==> src/rtl/pe_arb_pkg.sv <==
// Shared constants for the PE FIFO write-side arbiter: FSM encoding and default sizing.
package pe_arb_pkg;

  localparam logic ST_IDLE  = 1'b0;
  localparam logic ST_GRANT = 1'b1;

  localparam int DEF_NUM_REQ   = 3;
  localparam int DEF_BURST_LEN = 4;
  localparam int BEAT_CNT_W    = 4;

endpackage

==> src/rtl/pe_fifo_wr_arbiter_rr_pick.sv <==
// Combinational round-robin picker: first requester set strictly after rr_last,
// wrapping, so rr_last itself has the lowest priority.
module rr_pick #(
  parameter int NUM_REQ = 3,
  parameter int IDX_W   = 2
) (
  input  logic [NUM_REQ-1:0] req,
  input  logic [IDX_W-1:0]   rr_last,
  output logic [NUM_REQ-1:0] winner,
  output logic [IDX_W-1:0]   winner_idx,
  output logic               any_valid
);

  int cand;

  always_comb begin
    winner     = '0;
    winner_idx = '0;
    any_valid  = 1'b0;
    cand       = 0;
    for (int off = 1; off <= NUM_REQ; off++) begin
      cand = (int'(rr_last) + off) % NUM_REQ;
      if (!any_valid && req[cand]) begin
        any_valid      = 1'b1;
        winner[cand]   = 1'b1;
        winner_idx     = IDX_W'(cand);
      end
    end
  end

endmodule

==> src/rtl/pe_fifo_wr_arbiter.sv <==
// Round-robin arbiter sharing one FIFO write port among NUM_REQ requesters,
// granting bursts of up to BURST_LEN beats with zero-cycle handover.
module pe_fifo_wr_arbiter
  import pe_arb_pkg::*;
#(
  parameter int NUM_REQ    = DEF_NUM_REQ,
  parameter int DATA_WIDTH = 16,
  parameter int BURST_LEN  = DEF_BURST_LEN
) (
  input  logic                          clk,
  input  logic                          reset,
  input  logic [NUM_REQ-1:0]            req,
  input  logic [NUM_REQ*DATA_WIDTH-1:0] req_data,
  input  logic [NUM_REQ-1:0]            req_last,
  input  logic                          full_flag,
  input  logic                          wr_en,
  output logic [NUM_REQ-1:0]            gnt,
  output logic [NUM_REQ-1:0]            ack,
  output logic                          wr_request,
  output logic [DATA_WIDTH-1:0]         wr_data,
  output logic                          busy
);

  localparam int IDX_W = $clog2(NUM_REQ);

  logic                  state_q, state_d;
  logic [IDX_W-1:0]      owner_q, owner_d;
  logic [IDX_W-1:0]      rr_last_q, rr_last_d;
  logic [BEAT_CNT_W-1:0] beat_cnt_q, beat_cnt_d;
  logic [NUM_REQ-1:0]    gnt_q, gnt_d;

  logic [IDX_W-1:0]      pick_base;
  logic [NUM_REQ-1:0]    pick_onehot;
  logic [IDX_W-1:0]      pick_idx;
  logic                  pick_valid;
  logic                  owner_req;
  logic                  owner_last;
  logic                  beat;
  logic                  release_now;

  // While granted, re-arbitration starts after the current owner, which is exactly
  // the rr_last value the release edge commits; idle arbitration uses the stored one.
  assign pick_base = (state_q == ST_GRANT) ? owner_q : rr_last_q;

  rr_pick #(
    .NUM_REQ (NUM_REQ),
    .IDX_W   (IDX_W)
  ) u_rr_pick (
    .req        (req),
    .rr_last    (pick_base),
    .winner     (pick_onehot),
    .winner_idx (pick_idx),
    .any_valid  (pick_valid)
  );

  assign owner_req   = req[owner_q];
  assign owner_last  = req_last[owner_q];
  assign beat        = (state_q == ST_GRANT) && wr_en && !full_flag;
  assign release_now = (state_q == ST_GRANT) &&
                       ((beat && ((beat_cnt_q == BEAT_CNT_W'(BURST_LEN - 1)) || owner_last)) ||
                        !owner_req);

  always_ff @(posedge clk or posedge reset) begin
    if (reset) begin
      state_q    <= ST_IDLE;
      owner_q    <= '0;
      rr_last_q  <= IDX_W'(NUM_REQ - 1);
      beat_cnt_q <= '0;
      gnt_q      <= '0;
    end else begin
      state_q    <= state_d;
      owner_q    <= owner_d;
      rr_last_q  <= rr_last_d;
      beat_cnt_q <= beat_cnt_d;
      gnt_q      <= gnt_d;
    end
  end

  always_comb begin
    state_d    = state_q;
    owner_d    = owner_q;
    rr_last_d  = rr_last_q;
    beat_cnt_d = beat_cnt_q;
    gnt_d      = gnt_q;
    case (state_q)
      ST_IDLE: begin
        if (pick_valid) begin
          state_d    = ST_GRANT;
          gnt_d      = pick_onehot;
          owner_d    = pick_idx;
          beat_cnt_d = '0;
        end
      end
      ST_GRANT: begin
        if (release_now) begin
          rr_last_d  = owner_q;
          beat_cnt_d = '0;
          if (pick_valid) begin
            gnt_d   = pick_onehot;
            owner_d = pick_idx;
          end else begin
            state_d = ST_IDLE;
            gnt_d   = '0;
          end
        end else if (beat) begin
          beat_cnt_d = beat_cnt_q + 1'b1;
        end
      end
      default: begin
        state_d = ST_IDLE;
        gnt_d   = '0;
      end
    endcase
  end

  always_comb begin
    busy       = (state_q == ST_GRANT);
    gnt        = gnt_q;
    wr_request = busy && owner_req;
    wr_data    = busy ? req_data[int'(owner_q)*DATA_WIDTH +: DATA_WIDTH] : '0;
    ack        = gnt_q & {NUM_REQ{wr_en}};
  end

endmodule

==> config.mk <==
export PLATFORM = sky130hd
export DESIGN_NAME = pe_fifo_wr_arbiter
export DESIGN_NICKNAME = d
export VERILOG_FILES = /design/src/rtl/pe_arb_pkg.sv /design/src/rtl/pe_fifo_wr_arbiter_rr_pick.sv /design/src/rtl/pe_fifo_wr_arbiter.sv
export SDC_FILE = /design/constraint.sdc
export NUM_CORES = 1
export LEC_CHECK = 0
export CORE_MARGIN = 2
export CORE_UTILIZATION = 34
export CTS_CLUSTER_SIZE = 12
export DETAILED_ROUTE_END_ITERATION = 16
export GPL_TIMING_DRIVEN = 0
export HOLD_SLACK_MARGIN = 0.12
export PLACE_DENSITY = 0.73
export SYNTH_ARGS = -nofsm -noshare
export SYNTH_HDL_FRONTEND = slang
export SYNTH_SLANG_ARGS = --single-unit
==> constraint.sdc <==
create_clock -name clk -period 2.6 [get_ports clk]
set_input_delay 0.39 -clock clk [delete_from_list [all_inputs] [get_ports clk]]
set_output_delay 0.39 -clock clk [all_outputs]
set_load 0.1 [all_outputs]
* Word level (Yosys, flattened, before mapping)
Cells that the tools add are included.
Storage, ports and cells: flip-flop bits (word level) 12, logic and storage cells 91, output and inout bits 24
Operators by class: $add $sub $neg 4, muxes and demuxes 44, shift-type cells 1, reduce and logical (&&, ||, !) cells 19, bitwise logic cells 4, $lt $le $gt $ge 7, equality and inequality tests 4, div/mod/pow operators 3
Operator list (count):
- >= comparator 32 x 1 -> 1 bit, second input constant | 3
- less-than comparator 32 x 4 -> 1 bit, second input constant | 3
- modulo 32 x 3 -> 32 bit, second input constant | 3
- indexed part select 48 x 7 -> 16 bit | 1
- two-way mux 3 bit | 6
- two-way mux 1 bit | 16
- two-way mux 16 bit | 1
- two-way mux 2 bit | 6
- two-way mux 4 bit | 3
- binary-select mux 1 bit (select 2 bit) | 5
- logical AND 1 bit | 10
- one-hot mux 4 bit (2 select lines) | 1
- adder 2 x 2 -> 3 bit, second input constant | 2
- demux 1 bit (select 2 bit) | 3
- OR 3 bit | 2
- one-hot mux 3 bit (2 select lines) | 1
- AND reduction 2 bit | 3
- adder 4 x 1 -> 4 bit, second input constant | 1
- equality test 4 x 2 -> 1 bit, second input constant | 1
- logical NOT 1 bit | 4
- one-hot mux 2 bit (2 select lines) | 1
- adder 2 x 1 -> 3 bit, second input constant | 1
- AND 3 bit | 1
- less-than comparator 2 x 3 -> 1 bit, second input constant | 1
- other kinds (6) | 7

* Longest topological paths before layout
word-level depth 16, mapped depth 12, gate-level depth less buffers 8

* Cells and area by module
A second synthesis with hierarchy kept.
Unflattened totals: cells, all modules 174, area, all modules 1415.1 sq um
By module, submodules not included:
- pe_fifo_wr_arbiter | area an instance 1133.6 sq um, sequential area each 301.5 sq um, cells an instance 134, instances 1
- rr_pick | area an instance 281.5 sq um, sequential area each 0.0 sq um, cells an instance 40, instances 1

* Least setup slack after synthesis
Ideal clock, no wire load.
kind reg2reg, start reg state_q (netlist: busy), end reg beat_cnt_q[0], slack -0.805 ns, arrival time 3.277 ns, data required time 2.472 ns, clock period less this slack 3.405 ns, setup time 0.128 ns, cell stages (with the launch flop) 11, path through dfrtp_1 > clkbuf_1 > mux2i_1 > inv_1 > ha_1 > buf_6 > nor2b_1 > o21a_1 > nor4_4 > a21oi_1 > mux2_1
On the way: word-level cells in the longest chain between the ends 15, elaborated cells between the ends (all ways) 34
Ends and longest elaborated chain:
- from (decl) | line pe_fifo_wr_arbiter.sv:26 | logic state_q, state_d;
- from (signal assigned) | line pe_fifo_wr_arbiter.sv:71 | state_q <= state_d;
- two-way mux 2 bit | line pe_fifo_wr_arbiter.sv:43 | assign pick_base = (state_q == ST_GRANT) ? owner_q : rr_last_q;
- adder 2 x 1 -> 3 bit | line pe_fifo_wr_arbiter_rr_pick.sv:22 | cand = (int'(rr_last) + off) % NUM_REQ;
- modulo 32 x 3 -> 32 bit | line pe_fifo_wr_arbiter_rr_pick.sv:22
- binary-select mux 1 bit (select 2 bit) | line pe_fifo_wr_arbiter_rr_pick.sv:23 | if (!any_valid && req[cand]) begin
- two-way mux 1 bit (not written as such) (2 in series) | line pe_fifo_wr_arbiter_rr_pick.sv:23
- two-way mux 1 bit | line pe_fifo_wr_arbiter_rr_pick.sv:23
- logical NOT 1 bit | line pe_fifo_wr_arbiter_rr_pick.sv:23
- logical AND 1 bit | line pe_fifo_wr_arbiter_rr_pick.sv:23
- two-way mux 1 bit | line pe_fifo_wr_arbiter_rr_pick.sv:23
- logical NOT 1 bit | line pe_fifo_wr_arbiter_rr_pick.sv:23
- logical AND 1 bit | line pe_fifo_wr_arbiter_rr_pick.sv:23
- two-way mux 1 bit | line pe_fifo_wr_arbiter_rr_pick.sv:23
- != test 2 bit (no line)
- AND reduction 2 bit (no line)
- to (signal assigned) | line pe_fifo_wr_arbiter.sv:74 | beat_cnt_q <= beat_cnt_d;
- to (decl) | line pe_fifo_wr_arbiter.sv:29 | logic [BEAT_CNT_W-1:0] beat_cnt_q, beat_cnt_d;
Several ways; a longest one is shown, not always the timed one. The select of a mux whose other input is x is not followed. A chain may end at the register's enable or synchronous reset.

* Worst setup path after layout
start in wr_en, end out ack[2]
On the way: word-level cells in the longest chain between the ends 1
Ends and longest elaborated chain:
- from (decl) | line pe_fifo_wr_arbiter.sv:16 | input logic wr_en,
- AND 3 bit | line pe_fifo_wr_arbiter.sv:121 | ack = gnt_q & {NUM_REQ{wr_en}};
- to (decl) | line pe_fifo_wr_arbiter.sv:18 | output logic [NUM_REQ-1:0] ack,
No other way between the ends.

==> flow_results.org <==
** Run status
- The flow ran to the end, and the final reports show no timing, DRC or antenna violations.

** Synthesis
- During synthesis, Yosys emitted a total of 0 warnings.
- Multiplexer share of the synthesized area :: 20.6%
- Of the total synthesized cell area, the portion taken by AND, OR, NAND and NOR gates is 26.0%.
- Counting flops and latches in the post-synthesis netlist gives 12.
- After synthesis, flip-flops and latches occupy 21.7% of the total area.
- For this run, asynchronously set or reset flops after synthesis account for 100%.
- Of the total synthesized cell area, the portion taken by XOR and XNOR cells is 0%.
- Area share of the leading cell type in the synthesized netlist :: 19.8%
- Of the total synthesized cell area, the portion taken by full adders, half adders and majority gates is 4.51%.
- The number of nets handed over by synthesis was 239.
- Dominant cell type by area after synthesis :: sky130_fd_sc_hd__dfrtp_1
- In the post-synthesis netlist, the biggest area contributors are sky130_fd_sc_hd__dfrtp_1 20%, sky130_fd_sc_hd__mux2i_1 17%, sky130_fd_sc_hd__nor2b_1 8.6%.
- Post-synth design cell area :: 1390 um^2
- Mean area per synthesized cell :: 7.88 um^2
- Summing the areas of all compound-gate instances in the mapped netlist gives 21.1% of the synthesized area.
- Ys flop type :: sky130_fd_sc_hd__dfrtp_1
- Synth top cells by count :: 24 x sky130_fd_sc_hd__mux2i_1, 24 x sky130_fd_sc_hd__nor2_1, 22 x sky130_fd_sc_hd__a21oi_1
- In this run, distinct cell masters in the synthesized netlist total 39.
- Counting flops with a built-in enable in the synthesized netlist gives 0.
- Cells after Synth :: 176
- Dominant combinational cell family by area after synthesis :: simple AND/OR/NAND/NOR gates

** Global routing
- The first global-routing pass estimated 6910 um of wire.
- Number of global-route vias before repair :: 1,555
- Global routing used 19.4% of the available tracks across all layers.
- The initial antenna violation count was 0.
- Entering global routing, the biggest net connects 13 pins.
- Final global-route overflow total :: 0

** STA
- In the post-route analysis, the smallest setup slack over all paths is 0.0392 ns.
- The clock period could shrink to 2.56 ns.
- Setup violations remaining at the end of the flow were counted as 0.
- For the pin with the worst max-slew slack, the measured transition is 0.962 ns.
- In the finished design, the share of the clock period the worst path needs comes to 98.5%.
- Setup repair after global routing could not meet its margin everywhere.
- The final-report max-slew violation count came to 0.
- The count of endpoints failing hold in the final timing report is 0.
- Worst max-slew margin expressed relative to the limit :: 35.6%
- The clock arrives with 0.00170 ns of skew.
- For the final routed database, the setup TNS stands at 0 ns.
- Max Clock Freq :: 391 MHz

** Worst setup path
- Required @ worst endpoint :: 2.21 ns
- Data on the critical path arrives at its endpoint at 2.17 ns.
- Max FO, Critical Path :: 5
- Critical Path End Type :: primary output
- For the worst flop-to-flop path, the logic depth is 9.
- The critical path is of the input port to primary output type.
- The worst setup path is launched from an input port.
- The startpoint identified for the worst register-to-register timing path is owner_q[1].
- FF-to-FF End :: gnt[1]
- Slack of the worst reg-to-reg path :: 0.08 ns

** Drt
- Avg WL per Cell :: 13.4 um
- DRC violation count after routing :: 0
- Per-cell via count in the routed design :: 5.02
- In this run, the number of DRC markers left after iteration 0 of detailed routing was 85.
- Sum of routed wire length over all layers :: 4300 um
- First-pass DRT Iterations :: 4
- Number of vias after detailed routing :: 1,612
- The count of nets left with antenna violations once routing finished came out at 0.

** Floorplan
- Die W :: 67.9 um
- In this run the core area contains 23 standard-cell rows.
- Total core area :: 3970 um^2
- Initial Utilization :: 34.9%
- In this run the vertical extent of the chip is 67.9 um.
- Number of top-level design ports :: 82
- Die Area :: 4610 um^2

** Placed design
- Weighted congestion at the end of routability-driven global placement :: 0.884
- Placement-stage worst setup slack :: -0.762 ns
- In this run the tool buffered the top-level ports with 81 buffer cells.
- After legalization and detailed placement, the total HPWL measured 3320 um.

** Clock network
- In this run the number of H-tree levels came out at 1.
- Insertion delay of the later-clocked pin in the worst-skew pair :: 0.24 ns
- Counting along the longest clock path gives a buffer depth of 2.
- CTS Buf Count :: 3
- Clock-pin slew on the worst setup and hold paths :: 0.06 ns
- Clock tree synthesis found a total of 12 sinks.
- TritonCTS built the clock tree.
- In this run, post-CTS hold repair placed 0 buffers.
- Clock tree root driver cell :: sky130_fd_sc_hd__clkbuf_8

** Run
- The tool flagged a number of max-cap violations equal to 0.

** Layout
- Share of cells above drive strength 1 :: 31.4%
- After the last flow step, the layout net total stands at 335.
- Relative area change from synthesis to final layout :: 83.9%
- The repair_antennas step left the layout with diodes totalling 0.

** Hold path
- The tightest min-delay check is of the input port to asynchronous set/reset pin type.
cell families (layout without fill, tap and decap cells):
group / after synthesis / in the layout
AOI/OAI and AO/OA: 47 / 47
adders and majority gates: 5 / 5
buffers and inverters: 19 / 114
DFF: 12 / 12
muxes: 28 / 28
and+or+nand+nor: 65 / 65
how the worst max path moves through the flow:
stage	startpoint	to	slack (ns)
after floorplan	busy	beat_cnt_q[0]	-0.20
after global placement	owner_q[0]	wr_data[8]	-0.75
after detailed placement	owner_q[0]	wr_data[12]	-0.76
after CTS	owner_q[0]	gnt[2]	0.004
after global routing	owner_q[0]	gnt[2]	-0.03
final	wr_en	ack[2]	0.04
routing by layer:
metal  GRT usage, %  wire [um]  part of all wire (%)  up-vias
met4           4.75         33                  0.77        0
met1           24.1       1790                    42      726
met2           33.5       2100                    49       70
met3           5.26        372                   8.6        4
met5              0          0                     0        -
li1               -          -                     -      812
cell type report:
| class | instances | area (um^2) |
|---|---|---|
| buffer | 6 | 47.5 |
| sequential | 12 | 307 |
| multi-input combinational | 145 | 1170 |
| inverter | 9 | 33.8 |
| timing repair buffer | 95 | 876 |
| fill | 347 | 1420 |
| tap | 50 | 62.6 |
| clock buffer | 4 | 55.1 |
critical path, stage by stage:
cell,delay [ns]
sky130_fd_sc_hd__clkdlybuf4s50_1,0.52
sky130_fd_sc_hd__and2_1,0.14
sky130_fd_sc_hd__clkdlybuf4s50_1,1.12
repair_timing:
item	4_1_cts	5_1_grt
setup buffers	10	4
resized for setup	111	17
pin swaps	3	8
setup endpoints to repair	27	12
cell usage in the layout (no fill, tap or decap), types with 7 or more instances in the layout:
master,Yosys,final
sky130_fd_sc_hd__a21oi_1,22,21
sky130_fd_sc_hd__buf_4,0,25
sky130_fd_sc_hd__clkdlybuf4s50_1,0,62
sky130_fd_sc_hd__dfrtp_1,11,9
sky130_fd_sc_hd__inv_1,9,7
sky130_fd_sc_hd__mux2i_1,24,19
sky130_fd_sc_hd__nor2_1,24,23
sky130_fd_sc_hd__nor2b_2,0,17
stage by stage:
stage               instances  instance area [um^2]  utilization, %  hold slack (ns)
floorplan                 176                  1460               -            0.254
global placement          307                  2330            58.8            0.466
detailed placement        307                  2330            58.8            0.481
CTS                       320                  2500            62.9            0.488
global route              321                  2550            64.2            0.505
finish                    321                  2550            64.2            0.463
flip-flops by register name (all words and copies together), names as in the netlist:
name,count
beat_cnt_q,4
gnt,3
owner_q,2
rr_last_q,2
busy,1
Power is left out: the tool's default activity adds up to more than one toggle a clock period on the data nets, which glitch-free logic cannot reach.
